===== src/rtl/fxu_pkg.sv =====
//==============================================================================
// Module  : fxu_pkg
// Purpose : Opcodes and CDB message type shared by the FXU, ROB and stations.
// Rev     : 1.0
//==============================================================================
`default_nettype none

package fxu_pkg;

  localparam int CDB_DATA_W = 16;
  localparam int CDB_IDX_W  = 4;

  localparam logic [3:0] OP_SUB  = 4'h0;
  localparam logic [3:0] OP_ADD  = 4'h1;
  localparam logic [3:0] OP_AND  = 4'h2;
  localparam logic [3:0] OP_OR   = 4'h3;
  localparam logic [3:0] OP_XOR  = 4'h4;
  localparam logic [3:0] OP_SHL  = 4'h5;
  localparam logic [3:0] OP_SHR  = 4'h6;
  localparam logic [3:0] OP_MOVL = 4'h8;
  localparam logic [3:0] OP_MOVH = 4'h9;

  typedef struct packed {
    logic                  valid;
    logic [CDB_IDX_W-1:0]  index;
    logic [CDB_DATA_W-1:0] result;
  } cdb_msg_t;

endpackage

`default_nettype wire


===== src/rtl/fxu_alu.sv =====
//==============================================================================
// Module  : fxu_alu
// Purpose : Combinational FXU datapath. FXU_EXT_OPS_EN enables ADD/logic/shifts.
// Rev     : 1.0
//==============================================================================
`default_nettype none

module fxu_alu
  import fxu_pkg::*;
#(
  parameter int DATA_W = 16,
  parameter int IMM_W  = 8
) (
  input  logic [3:0]        opcode,
  input  logic [DATA_W-1:0] op1,
  input  logic [DATA_W-1:0] op2,
  input  logic [IMM_W-1:0]  imm,
  output logic [DATA_W-1:0] result,
  output logic              illegal
);

  localparam int SH_W = $clog2(DATA_W);

  always_comb begin
    result  = '0;
    illegal = 1'b0;
    case (opcode)
      OP_SUB:  result = op1 - op2;
      OP_MOVL: result = {{(DATA_W-IMM_W){imm[IMM_W-1]}}, imm};
      // MOVH keeps the low byte of the old destination value
      OP_MOVH: result = {imm, op1[DATA_W-IMM_W-1:0]};
`ifdef FXU_EXT_OPS_EN
      OP_ADD:  result = op1 + op2;
      OP_AND:  result = op1 & op2;
      OP_OR:   result = op1 | op2;
      OP_XOR:  result = op1 ^ op2;
      OP_SHL:  result = op1 << op2[SH_W-1:0];
      OP_SHR:  result = op1 >> op2[SH_W-1:0];
`endif
      default: illegal = 1'b1;
    endcase
  end

endmodule

`default_nettype wire


===== src/rtl/fxu_exec.sv =====
//==============================================================================
// Module  : fxu_exec
// Purpose : Fixed-point execution unit; LATENCY-deep pipeline onto a CDB slot.
//           Optional ops via FXU_EXT_OPS_EN (see fxu_alu).
// Rev     : 1.0
//==============================================================================
`default_nettype none

module fxu_exec
  import fxu_pkg::*;
#(
  parameter int DATA_W    = 16,
  parameter int ROB_IDX_W = 4,
  parameter int IMM_W     = 8,
  parameter int LATENCY   = 1
) (
  input  logic                 clk,
  input  logic                 rst_n,
  input  logic [3:0]           opcode,
  input  logic [ROB_IDX_W-1:0] instr_index,
  input  logic                 valid,
  input  logic [DATA_W-1:0]    op1,
  input  logic [DATA_W-1:0]    op2,
  input  logic [IMM_W-1:0]     imm,
  output logic                 cdb_valid,
  output logic [ROB_IDX_W-1:0] cdb_index,
  output logic [DATA_W-1:0]    cdb_result,
  output logic                 illegal_op
);

  generate
    if (LATENCY < 1 || LATENCY > 4) begin : g_bad_latency
      $error("fxu_exec: LATENCY must be in 1..4");
    end
    if (DATA_W != CDB_DATA_W || ROB_IDX_W != CDB_IDX_W) begin : g_bad_width
      $error("fxu_exec: DATA_W/ROB_IDX_W must match the CDB message layout");
    end
  endgenerate

  logic [DATA_W-1:0] alu_result;
  logic              alu_illegal;

  fxu_alu #(
    .DATA_W (DATA_W),
    .IMM_W  (IMM_W)
  ) u_alu (
    .opcode  (opcode),
    .op1     (op1),
    .op2     (op2),
    .imm     (imm),
    .result  (alu_result),
    .illegal (alu_illegal)
  );

  cdb_msg_t stage_d   [LATENCY];
  cdb_msg_t stage_q   [LATENCY];
  logic     illegal_d [LATENCY];
  logic     illegal_q [LATENCY];

  // Bubbles carry zeros so the shared bus stays clean
  always_comb begin
    stage_d[0].valid  = valid;
    stage_d[0].index  = valid ? instr_index : '0;
    stage_d[0].result = valid ? alu_result  : '0;
    illegal_d[0]      = valid & alu_illegal;
    for (int i = 1; i < LATENCY; i++) begin
      stage_d[i]   = stage_q[i-1];
      illegal_d[i] = illegal_q[i-1];
    end
  end

  always_ff @(posedge clk) begin
    if (!rst_n) begin
      for (int i = 0; i < LATENCY; i++) begin
        stage_q[i]   <= '0;
        illegal_q[i] <= 1'b0;
      end
    end else begin
      for (int i = 0; i < LATENCY; i++) begin
        stage_q[i]   <= stage_d[i];
        illegal_q[i] <= illegal_d[i];
      end
    end
  end

  assign cdb_valid  = stage_q[LATENCY-1].valid;
  assign cdb_index  = stage_q[LATENCY-1].index;
  assign cdb_result = stage_q[LATENCY-1].result;
  assign illegal_op = illegal_q[LATENCY-1];

endmodule

`default_nettype wire


===== config.mk =====
export PLATFORM = sky130hd
export DESIGN_NAME = fxu_exec
export DESIGN_NICKNAME = d
export VERILOG_FILES = /design/src/rtl/fxu_pkg.sv /design/src/rtl/fxu_alu.sv /design/src/rtl/fxu_exec.sv
export SDC_FILE = /design/constraint.sdc
export NUM_CORES = 1
export LEC_CHECK = 0
export CAP_MARGIN = 20
export CORE_MARGIN = 4
export CORE_UTILIZATION = 44
export CTS_BUF_LIST = sky130_fd_sc_hd__clkbuf_16
export CTS_CLUSTER_DIAMETER = 30
export DETAILED_ROUTE_END_ITERATION = 10
export GPL_TIMING_DRIVEN = 1
export MAX_ROUTING_LAYER = met4
export PLACE_DENSITY = 0.85
export REMOVE_ABC_BUFFERS = 1
export SLEW_MARGIN = 20
export SYNTH_ARGS = -nofsm -noshare
export SYNTH_HDL_FRONTEND = slang
export SYNTH_SLANG_ARGS = --single-unit
export TNS_END_PERCENT = 1

===== constraint.sdc =====
create_clock -name clk -period 5.07 [get_ports clk]
set_input_delay 0.507 -clock clk [delete_from_list [all_inputs] [get_ports clk]]
set_output_delay 0.507 -clock clk [all_outputs]
set_load 0.03 [all_outputs]

==> impl_metrics.env, run 1 <==
export IMPL_path_cells="clkdlybuf4s50_1, inv_1, ha_1, fa_1, nor2b_1, o211ai_1, a21oi_1, a31oi_1, xor2_1, o22ai_1"
export IMPL_die_area_um2=4527
export IMPL_drv_slew=0
export IMPL_switching_share=0.2577
export IMPL_wl_per_cell_um=14.77
export IMPL_tightest_slew_ns=0.9103
export IMPL_ir_drop_mv=0.1246
export IMPL_final_antenna_net_count=0
export IMPL_crit_family="compound AO/OA/AOI/OAI gates"
export IMPL_yosysMostFrequentCell="dfxtp_1"
export IMPL_grt_overflow=0
export IMPL_setup_viol=0
export IMPL_yosysTopAreaCellShare=0.2848
export IMPL_clock_path_buffers=2
export IMPL_crit_fanout=4
export IMPL_synth_async_sr_flop_share=0
export IMPL_route_vias_total=1611
export IMPL_cp_num_buf_inv=2
export IMPL_start_util=0.4598
export IMPL_core_um2=3363
export IMPL_syn_to_final_growth_pct=56.31
export IMPL_synthTopCellsByCount="22 x dfxtp_1, 21 x inv_1, 20 x a21oi_1, 16 x ha_1, 16 x nor2_1"
export IMPL_fp_dieH_um=67.29
export IMPL_p_int_w=0.0004291
export IMPL_viasPerCell=5.299
export IMPL_routed_wl_um=4489
export IMPL_power_frac_comb=0.317
export IMPL_ys_flop_type="dfxtp_1"
export IMPL_path_clk_slew_ns=0.06
export IMPL_dp_hpwl_um=3554
export IMPL_critPathCapture="stage_q[0][14]$_SDFF_PN0_"
export IMPL_grt_pass1_vias=1499
export IMPL_yosys_register_bits=22
export IMPL_drv_cap=0
export IMPL_grt_pass1_wl_um=6713
export IMPL_slew_headroom=0.3918
export IMPL_outcome="finished clean"
export IMPL_switchingPower_w=0.0001490
export IMPL_postSynthCellCount=185
export IMPL_period_minus_slack_ns=2.583
export IMPL_critical_path_class="input pin to register"
export IMPL_num_rows=21
export IMPL_cts_resized_gates=0
export IMPL_diodes=0
export IMPL_worst_ep_required_time_ns=5.24
export IMPL_drc=0
export IMPL_hold_class="input pin to register"
export IMPL_dr_pass1_iters=4
export IMPL_report_final_hold_viol_count=0
export IMPL_crit_slowest_cell="clkdlybuf4s50_1"
export IMPL_rsz0062_at_grt="false"
export IMPL_cp_startpoint="op1[0]"
export IMPL_power_per_cell_area_nw_per_um2=239.1
export IMPL_endpoint_kind="register"
export IMPL_die_width_um=67.29
export IMPL_cts_root_buffer="clkbuf_16"
export IMPL_synth_top_cells_by_area="dfxtp_1 28%, ha_1 13%, a21oi_1 6.5%, inv_1 5.1%, xnor2_1 4.5%"
export IMPL_ys_seq_area_frac=0.2848
export IMPL_clock_sinks=22
export IMPL_cp_num_cells=10
export IMPL_place_congestion=0.9018
export IMPL_crit_arrival_ns=2.75
export IMPL_critPathLaunchType="input pin"
export IMPL_port_buffers=72
export IMPL_synth_edf_count=0
export IMPL_post_route_period_util=0.5094
export IMPL_synth_avg_cell_area_um2=8.359
export IMPL_yosys_warnings=0
export IMPL_leakage_nw=1.036
export IMPL_cts_hold_buf=0
export IMPL_pin_count=73
export IMPL_power_frac_seq=0.309
export IMPL_drive_above_1_share=0.05814
export IMPL_critical_path_max_stage_delay_ns=0.48
export IMPL_final_core_util=0.7188
export IMPL_cts_buffers=3
export IMPL_track_usage=0.2012
export IMPL_finalSetupTns_ns=0
export IMPL_syn_area_um2=1546
export IMPL_nNetsFinal=327
export IMPL_grt_max_degree=18
export IMPL_drt_iter0_drc=66
export IMPL_clkPwrFrac=0.373
export IMPL_postCtsSetupRepairBufs=0
export IMPL_fmax_mhz=387.2
export IMPL_synth_cell_types=36
export IMPL_antenna_found_initial=0
export IMPL_yosys_area_top_type="dfxtp_1"
export IMPL_cts_tree="done"
export IMPL_ctsHtreeMaxLevel=1
export IMPL_min_path_cells=3
[cell families after synthesis]
family,after synthesis,synth area share
XOR/XNOR,15,0.08495
flip-flops,22,0.2848
AO/OA/AOI/OAI,59,0.2484
multiplexers,7,0.05016
AND/OR/NAND/NOR,41,0.1303
buffers and inverters,24,0.05906
adder cells (fa/ha/maj),17,0.1424
[routing by layer]
layer	global-route usage	wire length (um)
met1	0.2239	1921
met2	0.3742	2238
met3	0.02163	290
met4	0.06076	39
met5	-	0
[flip-flops by register name, indices dropped and copies added, names as in the netlist]
register / cells
stage_q: 21
illegal_q: 1
[power by group through the flow]
stage          combinational [W]  clock, W  sequential, W
4_1_cts                 0.000182  0.000218       0.000179
3_3_place_gp            0.000177         0       0.000182
6_report                0.000183  0.000216       0.000179
5_1_grt                 0.000199  0.000225       0.000179
2_1_floorplan          0.0000976         0       0.000191
3_5_place_dp            0.000181         0       0.000182
[final cells by class]
type | instances | area, um2
Inverter | 21 | 78.83
Timing Repair Buffer | 72 | 720.7
Multi-Input combinational cell | 139 | 1015
Tap cell | 46 | 57.56
Sequential cell | 22 | 440.4
Fill cell | 291 | 945.9
Clock inverter | 1 | 30.03
Clock buffer | 3 | 75.07
[placed cells by master (no fill, tap or decap), drive strengths merged, types with 4 or more instances in the layout]
master and instances:
ha 16, a21oi 20, dfxtp 22, clkdlybuf4s50 72, and3 6, xnor2 8, nor2 16, o22ai 10
a22oi 6, nand2 10, o21ai 4, inv 21, xor2 7, mux2 6
[worst min-delay path by stage]
stage / startpoint / end / slack [ns]
finish: imm[7] / stage_q[0][15]$_SDFF_PN0_ / 0.86
global route: instr_index[2] / stage_q[0][18]$_SDFF_PN0_ / 0.88
CTS: instr_index[2] / stage_q[0][18]$_SDFF_PN0_ / 0.86
detailed placement: imm[7] / stage_q[0][15]$_SDFF_PN0_ / 1.13
global placement: instr_index[2] / stage_q[0][18]$_SDFF_PN0_ / 1.12
floorplan: valid / stage_q[0][16]$_SDFF_PN0_ / 0.65
[per-stage QoR]
step / instance area (um2) / total power (W) / instances / setup WS [ns] / hold WS, ns
global route: 2417 / 0.0006025 / 304 / 2.356 / 0.8800
finish: 2417 / 0.0005780 / 304 / 2.487 / 0.8558
global placement: 2312 / 0.0003594 / 300 / 2.305 / 1.117
floorplan: 1534 / 0.0002891 / 182 / 2.876 / 0.6529
detailed placement: 2312 / 0.0003630 / 300 / 2.225 / 1.126
CTS: 2417 / 0.0005795 / 304 / 2.487 / 0.8559
(Power assumes the default switching activity.)
==> run 2: changes to the inputs <==
Settings changed: CORE_UTILIZATION 44 to 41, PLACE_DENSITY 0.85 to 0.8.
Clock period 5.07 ns to 2.6 ns, I/O delays scaled along.
==> impl_metrics.env, run 2 (synthesized netlist as in run 1, its figures left out) <==
export IMPL_dp_hpwl_um=3532
export IMPL_critPathLaunchType="input pin"
export IMPL_ctsHtreeMaxLevel=1
export IMPL_cts_hold_buf=0
export IMPL_critical_path_max_stage_delay_ns=0.47
export IMPL_viasPerCell=5.109
export IMPL_stdcell_area_um2=2465
export IMPL_path_clk_slew_ns=0.06
export IMPL_dr_pass1_iters=4
export IMPL_crit_slowest_cell="clkdlybuf4s50_1"
export IMPL_slew_headroom=0.6540
export IMPL_ir_drop_mv=0.2008
export IMPL_worst_ep_required_time_ns=2.73
export IMPL_start_util=0.4224
export IMPL_drc=0
export IMPL_crit_family="compound AO/OA/AOI/OAI gates"
export IMPL_routed_wl_um=4263
export IMPL_tightest_slew_ns=0.5171
export IMPL_core_um2=3661
export IMPL_crit_fanout=4
export IMPL_finalSetupTns_ns=0
export IMPL_period_minus_slack_ns=2.309
export IMPL_report_final_hold_viol_count=0
export IMPL_layout_common_cells="72 x clkdlybuf4s50_1, 22 x dfxtp_1, 21 x inv_1"
export IMPL_clock_path_buffers=2
export IMPL_largest_register_ffs=21
export IMPL_endpoint_kind="register"
export IMPL_leakage_nw=1.065
export IMPL_postCtsSetupRepairBufs=0
export IMPL_placed_cell_area_um2=2360
export IMPL_diodes=0
export IMPL_post_route_period_util=0.8882
export IMPL_route_vias_total=1594
export IMPL_cts_resized_gates=0
export IMPL_num_rows=22
export IMPL_nNetsFinal=333
export IMPL_cp_num_buf_inv=2
export IMPL_place_inst=308
export IMPL_port_buffers=72
export IMPL_grt_max_degree=17
export IMPL_stdcell_count=312
export IMPL_path_cells="clkdlybuf4s50_1, inv_1, ha_1, fa_1, nor2b_1, o211ai_1, a21oi_1, a31oi_1, xor2_1, o22ai_1"
export IMPL_hold_class="input pin to register"
export IMPL_layout_commonest_cell="clkdlybuf4s50_1"
export IMPL_die_width_um=69.42
export IMPL_fmax_mhz=433.0
export IMPL_pin_count=73
export IMPL_drv_cap=0
export IMPL_cts_root_buffer="clkbuf_16"
export IMPL_fp_dieH_um=69.42
export IMPL_nFillCells=302
export IMPL_drv_slew=0
export IMPL_syn_to_final_growth_pct=59.38
export IMPL_cts_tree="done"
export IMPL_grt_pass1_wl_um=6810
export IMPL_clock_sinks=22
export IMPL_grt_overflow=0
export IMPL_outcome="finished clean"
export IMPL_setup_viol=0
export IMPL_crit_arrival_ns=2.44
export IMPL_antenna_found_initial=0
export IMPL_top_regs="stage_q (21), illegal_q (1)"
export IMPL_power_per_cell_area_nw_per_um2=459.2
export IMPL_final_antenna_net_count=0
export IMPL_die_area_um2=4818
export IMPL_cts_buffers=3
export IMPL_place_congestion=0.8449
export IMPL_wl_per_cell_um=13.66
export IMPL_grt_pass1_vias=1474
export IMPL_drive_above_1_share=0.07955
export IMPL_drt_iter0_drc=123
export IMPL_top_register="stage_q"
export IMPL_rsz0062_at_grt="false"
export IMPL_track_usage=0.1735
export IMPL_critical_path_class="input pin to register"
[run 2: final timing paths]
| path | start | to | slack (ns) | depth (start not counted) |
|---|---|---|---|---|
| hold / removal | instr_index[1] | stage_q[0][17]$_SDFF_PN0_ | 0.61 | 2 |
| setup / recovery | op1[0] | stage_q[0][14]$_SDFF_PN0_ | 0.29 | 10 |
[run 2: stage by stage]
stage / setup WS, ns / util / total power, W / hold WS [ns]
4_1_cts: 0.2771 / 0.6733 / 0.001140 / 0.6093
5_1_grt: 0.1178 / 0.6733 / 0.001184 / 0.6163
3_3_place_gp: 0.09651 / 0.6446 / 0.0007095 / 0.8662
2_1_floorplan: 0.6533 / - / 0.0005638 / 0.4059
3_5_place_dp: 0.01326 / 0.6446 / 0.0007160 / 0.8791
6_report: 0.2906 / 0.6733 / 0.001132 / 0.6113
[run 2: where the power goes]
part	leakage (nW)	internal [W]	total, W	switching (W)
sequential	0.179	0.000346	0.000348	0.00000202
clock	0.0511	0.000305	0.000419	0.000114
combinational	0.836	0.000192	0.000365	0.000173
[run 2: routing by layer]
metal,vias up,routed length (um),track usage
li1,820,-,-
met1,709,1920,0.2039
met2,63,2055,0.3093
met3,2,281,0.03188
met4,0,6,0.03254
met5,-,0,-
[run 2: layout make-up]
cell class / instances / area [um2] / share of cell area
Tap cell: 48 / 60.06 / 0.02437
Multi-Input combinational cell: 139 / 1015 / 0.4117
Clock inverter: 1 / 30.03 / 0.01218
Clock buffer: 3 / 75.07 / 0.03046
Sequential cell: 22 / 440.4 / 0.1787
Timing Repair Buffer: 78 / 765.7 / 0.3107
Inverter: 21 / 78.83 / 0.03198
